==> config.mk <==
export PLATFORM = sky130hd
export DESIGN_NAME = dmu_siu_ib_credit_ctr
export DESIGN_NICKNAME = d
export VERILOG_FILES = /design/src/rtl/dmu_siu_ib_credit_ctr.sv
export SDC_FILE = /design/constraint.sdc
export NUM_CORES = 1
export LEC_CHECK = 0
export CAP_MARGIN = 10
export CORE_AREA = 2 2 39 41
export CTS_BUF_LIST = sky130_fd_sc_hd__clkbuf_2 sky130_fd_sc_hd__clkbuf_4 sky130_fd_sc_hd__clkbuf_8
export CTS_CLUSTER_DIAMETER = 80
export DETAILED_ROUTE_END_ITERATION = 16
export DIE_AREA = 0 0 41 43
export HOLD_SLACK_MARGIN = 0.05
export PLACE_DENSITY = 0.58
export REMOVE_ABC_BUFFERS = 1
export SLEW_MARGIN = 40
export SYNTH_ARGS = -nofsm -noshare
export SYNTH_HDL_FRONTEND = slang
export SYNTH_SLANG_ARGS = --single-unit
==> constraint.sdc <==
create_clock -name clk -period 3.4 [get_ports clk]
set_input_delay 0.51 -clock clk [delete_from_list [all_inputs] [get_ports clk]]
set_output_delay 0.51 -clock clk [all_outputs]
set_load 0.005 [all_outputs]
==> src/rtl/dmu_siu_ib_credit_ctr.sv <==
// Bounded up/down counter used to track outstanding DMA write credits.
//   clk, reset       : clock, synchronous active-high reset
//   en               : 0 freezes the count and suppresses both flags
//   inc, dec         : count request / release; both together cancel
//   count            : current count, 0..MAX
//   overflow         : combinational, inc refused because count == MAX
//   underflow        : combinational, dec refused because count == 0
module dmu_siu_ib_credit_ctr #(
    parameter int MAX = 16,
    parameter int W   = $clog2(MAX + 1)
) (
    input  logic         clk,
    input  logic         reset,
    input  logic         en,
    input  logic         inc,
    input  logic         dec,
    output logic [W-1:0] count,
    output logic         overflow,
    output logic         underflow
);

    // A simultaneous inc/dec is a net no-op, so it never trips a bound.
    always_comb begin
        overflow  = en && inc && !dec && (count == W'(MAX));
        underflow = en && dec && !inc && (count == '0);
    end

    always_ff @(posedge clk) begin
        if (reset) begin
            count <= '0;
        end else if (en && !overflow && !underflow) begin
            if (inc && !dec)
                count <= count + W'(1);
            else if (dec && !inc)
                count <= count - W'(1);
        end
    end

endmodule

# Word-level counts from Yosys, hierarchy flattened
# Index checks and enable logic that the tools add are counted.
# W data, S select, Z words.
classes:
  muxes: 2
  eq_ne: 1
  reduce_logical: 17
  addsub: 2
op_table:
  columns: ["cell", "n"]
  rows:
  - ["$logic_and A1 B1 Y1", 10]
  - ["$mux W5", 2]
  - ["$add A5 B1 Y5 const B", 1]
  - ["$eq A5 B5 Y1 const B", 1]
  - ["$logic_not A5 Y1", 1]
  - ["$sub A5 B1 Y5 const B", 1]
  - ["$logic_not A1 Y1", 4]
  - ["$reduce_and A2 Y1", 1]
  - ["$reduce_bool A2 Y1", 1]
totals:
  out_inout_bits: 7
  input_bits: 5
  ff_bits: 5
  word_cells: 23

# Depth between registers and ports, before layout
# Gate-level depths: netlist of run 1.
logic_depth:
  ltp_word: 7
  ltp_mapped: 8
  ltp_nobuf: 8

# Worst setup path before layout of run 1
# Ideal clock, no wire load.
synth_timing:
  path_type: "input -> register"
  start: "in dec"
  end: "reg count[4]"
  arrival_ns: 1.824
  t_required_ns: 3.277
  path_stages: 8
  path_slack_ns: 1.453
  path_cell_list: "inv_1 ha_1 inv_1 ha_1 a21oi_1 a21oi_1 o211ai_2 mux2_1"
synth_via:
  elab_chain_len: 7
synth_lines:
  columns: ["element", "line", "rtl"]
  rows:
  - ["start: declaration", "16", "input logic dec,"]
  - ["$logic_not A1 Y1", "24, 32", null]
  - ["$logic_and A1 B1 Y1 (2 in series)", "24", "overflow = en && inc && !dec && (count == W'(MAX));"]
  - ["$logic_not A1 Y1", "31", "end else if (en && !overflow && !underflow) begin"]
  - ["$logic_and A1 B1 Y1 (2 in series)", "31", null]
  - ["$reduce_and A2 Y1 (no source line)", null, null]
  - ["end signal: assignment", "33", "count <= count + W'(1);"]
  - ["end signal: assignment", "35", "count <= count - W'(1);"]
  - ["end: declaration", "17", "output logic [W-1:0] count,"]
# Parallel ways exist; a longest one is shown, timed or not.
# A chain may end at the register's enable or synchronous reset.

# Worst setup path after layout of run 1
layout_timing:
  start: "in en"
  end: "out overflow"
layout_via:
  elab_chain_len: 3
layout_lines:
  columns: ["element", "line", "rtl"]
  rows:
  - ["start: declaration", "14", "input logic en,"]
  - ["$logic_and A1 B1 Y1 (3 in series)", "24", null]
  - ["end: declaration", "18", "output logic overflow,"]
# Every way passes these cells.

==> results.toml, run 1 <==
[status]
status = "completed"

[clocking]
post-cts-setup-buffers = 0
insertion_delay_of_the_later_clocked_pin_in_the_worst_skew_pair_ps = 240
cts_hold_buffers = 0
clkSinkCount = 5
tritoncts = "done"
cts.path.max_buffers = 2
cts-root-buf = "clkbuf_4"
cts_buffers = 3
worst_setup_hold_path_clk_slew_ps = 40
cts-resized-gates = 0
cts_htree_levels = 1

[pwr]
power.total_mw = 0.228
p_int_mw = 0.162
vdd_drop_max_mv = 0.162
power_frac_clock_pct = 33.4
share_seq_of_total_power_pct = 33.0
total_leakage_power_nw = 0.223
sw_frac_of_total_pct = 29.2
comb_power_share_pct = 33.6
p_switching_mw = 0.0666
p_per_area_nw_per_um2 = 408

[floorplan]
fp.dieH_um = 43
pin_count = 12
die-area_sq_um = 1760
core_area_sq_um = 1380
starting_density_of_the_core_pct = 28.8
die_width_um = 41
row_count = 14

[place]
place.detailed.hpwl_um = 714
number_of_port_buffers = 11
routabilityCongestion = 0.767

[layout]
fillers = 150
layout_commonest_cell = "clkdlybuf4s50_1"
largest_registers_ranked_by_flip_flop_count = "count: 5 flops"
largest_register_ffs = 5
regMostFlops = "count"
antenna_diode_count = 0
finish.net_count = 72
synthToLayoutAreaGrowth_pct = 40.1
fraction_of_final_layout_cells_with_drive_strength_greater_than_1_pct = 11.5
layout_common_cells = "11 x clkdlybuf4s50_1, 6 x a21oi_1, 5 x dfxtp_1"

[sta]
slew_headroom_pct = 62.0
final_max_slew_viol_count = 0
tns_ps = 0
worstMarginPinSlew_ps = 566
setup_violations = 0
rsz0062_at_grt = "no"
worst_hold_margin_ps = 531
fin_crit_sh_pct = 84.5
skew_ps = 2.89
hold_viol_final = 0
max_freq_mhz = 348
finalWorstPathRequiredPeriod_ps = 2870

[global_route]
grtUsageMet2_pct = 18.4
grt_util_met1_pct = 14.6
grtUsageMet3_pct = 1.57
global_route.peak_usage_layer = "met2"
first_pass_grt_wire_length_mm = 1.38
grt_antenna_before_repair = 0
first_global_vias = 355
grt_start_max_net_pins = 8
grt_resource_usage_total_pct = 12.3
grt_overflow_total = 0

[logic_synthesis]
area_share_of_the_leading_cell_type_in_the_synthesized_netlist_pct = 25.1
synth_async_sr_flop_share_pct = 0
seq_area_frac_synth_pct = 25.1
synth_top_area_cell = "dfxtp_1"
synth-edff-count = 0
synth.lib_cells_used.distinct = 25
post_synth_main_area_contributors = "dfxtp_1 25%, ha_1 13%, a21oi_1 7.5%"
synth-main-ff-cell = "dfxtp_1"
syn_inst = 46
synth_seq_cells = 5
ys.warnings.count = 0
mean_syn_cell_area_sq_um = 8.68
syn_area_sq_um = 399

[worst_setup_path]
critPathArrivalTime_ps = 2360
crit_path_end_kind = "primary output"
crit_path_max_delay_cell_type = "clkdlybuf4s50_1"
worst_path_largest_cell_delay_ps = 500
crit_required_ps = 2890
crit_type = "in2out"
critical-path-top-cell-by-count = "clkdlybuf4s50_1"
crit_fanout = 3
path_cells = "clkdlybuf4s50_1, or4b_4, or2_2, nor2_1, clkdlybuf4s50_1"
crit_path_start_kind = "primary input"

[route]
drt_first_pass_iters = 4
routed-via-count = 380
1st_iter_drt_viols = 5
drc_errors = 0
drt_wl_total_um = 858
ant_nets = 0
route.detailed.vias_per_inst = 4.94
routed_wire_length_per_instance_um = 11.1

[job]
maxCapViolations = 0

[hold_path]
worst_hold_path_type = "reg2reg"
routing by layer:
layer  share of wire [%]  up-vias
met4                 1.7        0
met3                 5.0        2
met5                   0        -
met2                  47        9
met1                  46      169
li1                    -      200
cells by family (layout without fill, tap and decap cells):
logic type | count (synthesis) | after routing | synth area share (%)
xor gates and xnor gates | 2 | 2 | 4.39
and+or+nand+nor | 18 | 18 | 27.0
buffers and inverters | 2 | 17 | 1.88
muxes | 1 | 1 | 2.82
adders and majority gates | 5 | 5 | 17.6
AOI/OAI and AO/OA | 13 | 13 | 21.3
DFF | 5 | 5 | 25.1
synth_stat cells, types with 2 or more instances:
cell	count
a21oi_1	6
dfxtp_1	5
nor2_1	3
ha_1	4
inv_1	2
nand3_1	3
xor2_1	2
nand2_1	2
nor2b_1	3
through the flow:
step                      std cells  utilization (%)  cell area, sq um  setup slack [ps]
after floorplan                  46                -               399              1450
after CTS                        77             40.4               559               521
after detailed placement         73             38.2               529               523
after global placement           73             38.2               529               539
final                            77             40.4               559               527
after global routing             77             40.4               559               443
critical path, delay by kind of cell:
kind          cells  cell delay, ps
buf+inv           2             980
simple gates      3             870
final timing paths:
kind                            to  slack (ps)  depth (start not counted)                   from
min          count[2]$_SDFFE_PP0P_         530                          2  count[2]$_SDFFE_PP0P_
max reg2reg  count[0]$_SDFFE_PP0P_        1650                          4  count[0]$_SDFFE_PP0P_
max                       overflow         530                          5                     en
min reg2reg  count[2]$_SDFFE_PP0P_         530                          2  count[2]$_SDFFE_PP0P_
area by class of cell:
class / instances / area (sq um) / area share (%)
inverters: 2 / 7.51 / 1.34
clock buffers: 4 / 30.0 / 5.37
flip-flops and latches: 5 / 100 / 17.9
repair buffers: 11 / 110 / 19.7
multi-input cells: 39 / 292 / 52.1
well taps: 16 / 20.0 / 3.58
power by group through the flow:
stage          Clock [mW]  Sequential (mW)  Combinational [mW]
3_3_place_gp            0           0.0764              0.0763
5_1_grt            0.0824           0.0767              0.0860
3_5_place_dp            0           0.0764              0.0768
2_1_floorplan           0           0.0747              0.0474
6_report           0.0762           0.0753              0.0766
4_1_cts            0.0792           0.0754              0.0774
No activity file was read; power rests on OpenSTA's default activity.
==> run 2: changes to the inputs <==
- PLACE_DENSITY: 0.58 -> 0.6
- clock period: 3.4 -> 2.6 ns (I/O delays scaled with it)
==> run 2 against run 1 <==
  * Worst hold slack better by 0.61 ps
  * Sequential share of layout area is 0.39 points lower
  * Global-route usage rose by 0.10 points
  * First-iteration DRC count grew 20%
  * Largest cell class unchanged
==> results.toml, run 2 (synthesis results as in run 1) <==
[status]
status = "completed"

[place]
routabilityCongestion = 0.703
place.detailed.hpwl_um = 668
number_of_port_buffers = 11
dpl-instance-area_sq_um = 544

[clocking]
cts.path.max_buffers = 2
cts-root-buf = "clkbuf_4"
cts_buffers = 3
cts_hold_buffers = 0
worst_setup_hold_path_clk_slew_ps = 50
tritoncts = "done"
clkSinkCount = 5
post-cts-setup-buffers = 0
insertion_delay_of_the_later_clocked_pin_in_the_worst_skew_pair_ps = 240
cts-resized-gates = 2
cts_htree_levels = 1

[worst_setup_path]
crit_path_end_kind = "primary output"
crit_fanout = 2
crit_path_start_kind = "primary input"
crit_type = "in2out"
rrSetupSlack_ps = 770
critPathArrivalTime_ps = 1940
rr_startpoint = "count[0]$_SDFFE_PP0P_"
crit_required_ps = 2210
r2r.worst_path.cells = 5
regToRegEndpoint = "count[4]$_SDFFE_PP0P_"

[layout]
stdcell_area_sq_um = 572
regMostFlops = "count"
antenna_diode_count = 0
fraction_of_final_layout_cells_with_drive_strength_greater_than_1_pct = 14.3
layout_common_cells = "9 x clkdlybuf4s50_1, 6 x a21oi_1, 5 x dfxtp_1"
layout_commonest_cell = "clkdlybuf4s50_1"
largest_register_ffs = 5
synthToLayoutAreaGrowth_pct = 43.3
fin_util_pct = 41.3
largest_registers_ranked_by_flip_flop_count = "count: 5 flops"
finish.net_count = 74

[hold_path]
min_from = "count[2]$_SDFFE_PP0P_"
min_path_cells = 2
worst_hold_path_type = "reg2reg"
timing.hold.worst_endpoint = "count[2]$_SDFFE_PP0P_"

[sta]
setup_violations = 0
skew_ps = 1.35
max_freq_mhz = 430
rsz0062_at_grt = "no"
slew_headroom_pct = 67.4
final_max_slew_viol_count = 0
tns_ps = 0
worstMarginPinSlew_ps = 486
hold_viol_final = 0
worst_hold_margin_ps = 531
finalWorstPathRequiredPeriod_ps = 2330
fin_crit_sh_pct = 89.5

[floorplan]
fp.dieH_um = 43
row_count = 14
core_area_sq_um = 1380
die-area_sq_um = 1760
starting_density_of_the_core_pct = 28.8
die_width_um = 41
pin_count = 12

[route]
drt_wl_total_um = 851
drt_first_pass_iters = 4
routed_wire_length_per_instance_um = 10.8
1st_iter_drt_viols = 6
ant_nets = 0
routed-via-count = 390
route.detailed.vias_per_inst = 4.94
drc_errors = 0

[pwr]
vdd_drop_max_mv = 0.227
p_per_area_nw_per_um2 = 531
power.total_mw = 0.304
total_leakage_power_nw = 0.242

[global_route]
grt_overflow_total = 0
grt_start_max_net_pins = 8
grt_antenna_before_repair = 0
first_pass_grt_wire_length_mm = 1.48
first_global_vias = 341
grt_resource_usage_total_pct = 12.4

[job]
maxCapViolations = 0
## run 2: cell types whose count changed in the layout (fill, tap and decap cells not counted), sizes merged
cell | previous run | this run
buf | 0 | 2
clkdlybuf4s50 | 11 | 9
dlygate4sd2 | 0 | 2
## run 2: area by class of cell
| cell class | count | area [sq um] |
|---|---|---|
| tap | 16 | 20.0 |
| clock buffer | 4 | 30.0 |
| timing repair buffer | 13 | 123 |
| multi-input combinational | 39 | 292 |
| inverter | 2 | 7.51 |
| fill | 145 | 812 |
| sequential | 5 | 100 |
## run 2: metrics by stage
stage | instances | worst slack (ps)
after floorplan | 46 | 773
after global placement | 75 | 2.60
after detailed placement | 75 | -0.487
after CTS | 79 | 267
after global routing | 79 | 212
final | 79 | 273
## run 2: critical path, cell delays in order
cell and delay, ps:
clkdlybuf4s50_1 470, or4b_4 460, or2_2 290, nor2_1 90, dlygate4sd2_1 230
## run 2: per-layer routing
layer | part of all wire, % | up-vias | global-route usage (%)
li1 | - | 205 | -
met4 | 0 | 0 | 6.00
met5 | 0 | - | 0
met2 | 41 | 10 | 15.0
met1 | 53 | 175 | 19.5
met3 | 6.3 | 0 | 3.14
## run 2: worst max-delay path by stage
stage / from / endpoint
final: en / underflow
after global routing: en / underflow
after CTS: en / underflow
after detailed placement: en / underflow
after global placement: en / underflow
after floorplan: dec / count[4]$_SDFFE_PP0P_
## run 2: power breakdown
part,switching (mW),internal (mW),total (mW),leakage [nW]
Clock,0.0351,0.0686,0.104,0.0184
Combinational,0.0428,0.0595,0.102,0.182
Sequential,0.0121,0.0858,0.0978,0.0410
Total,0.0899,0.214,0.304,0.242
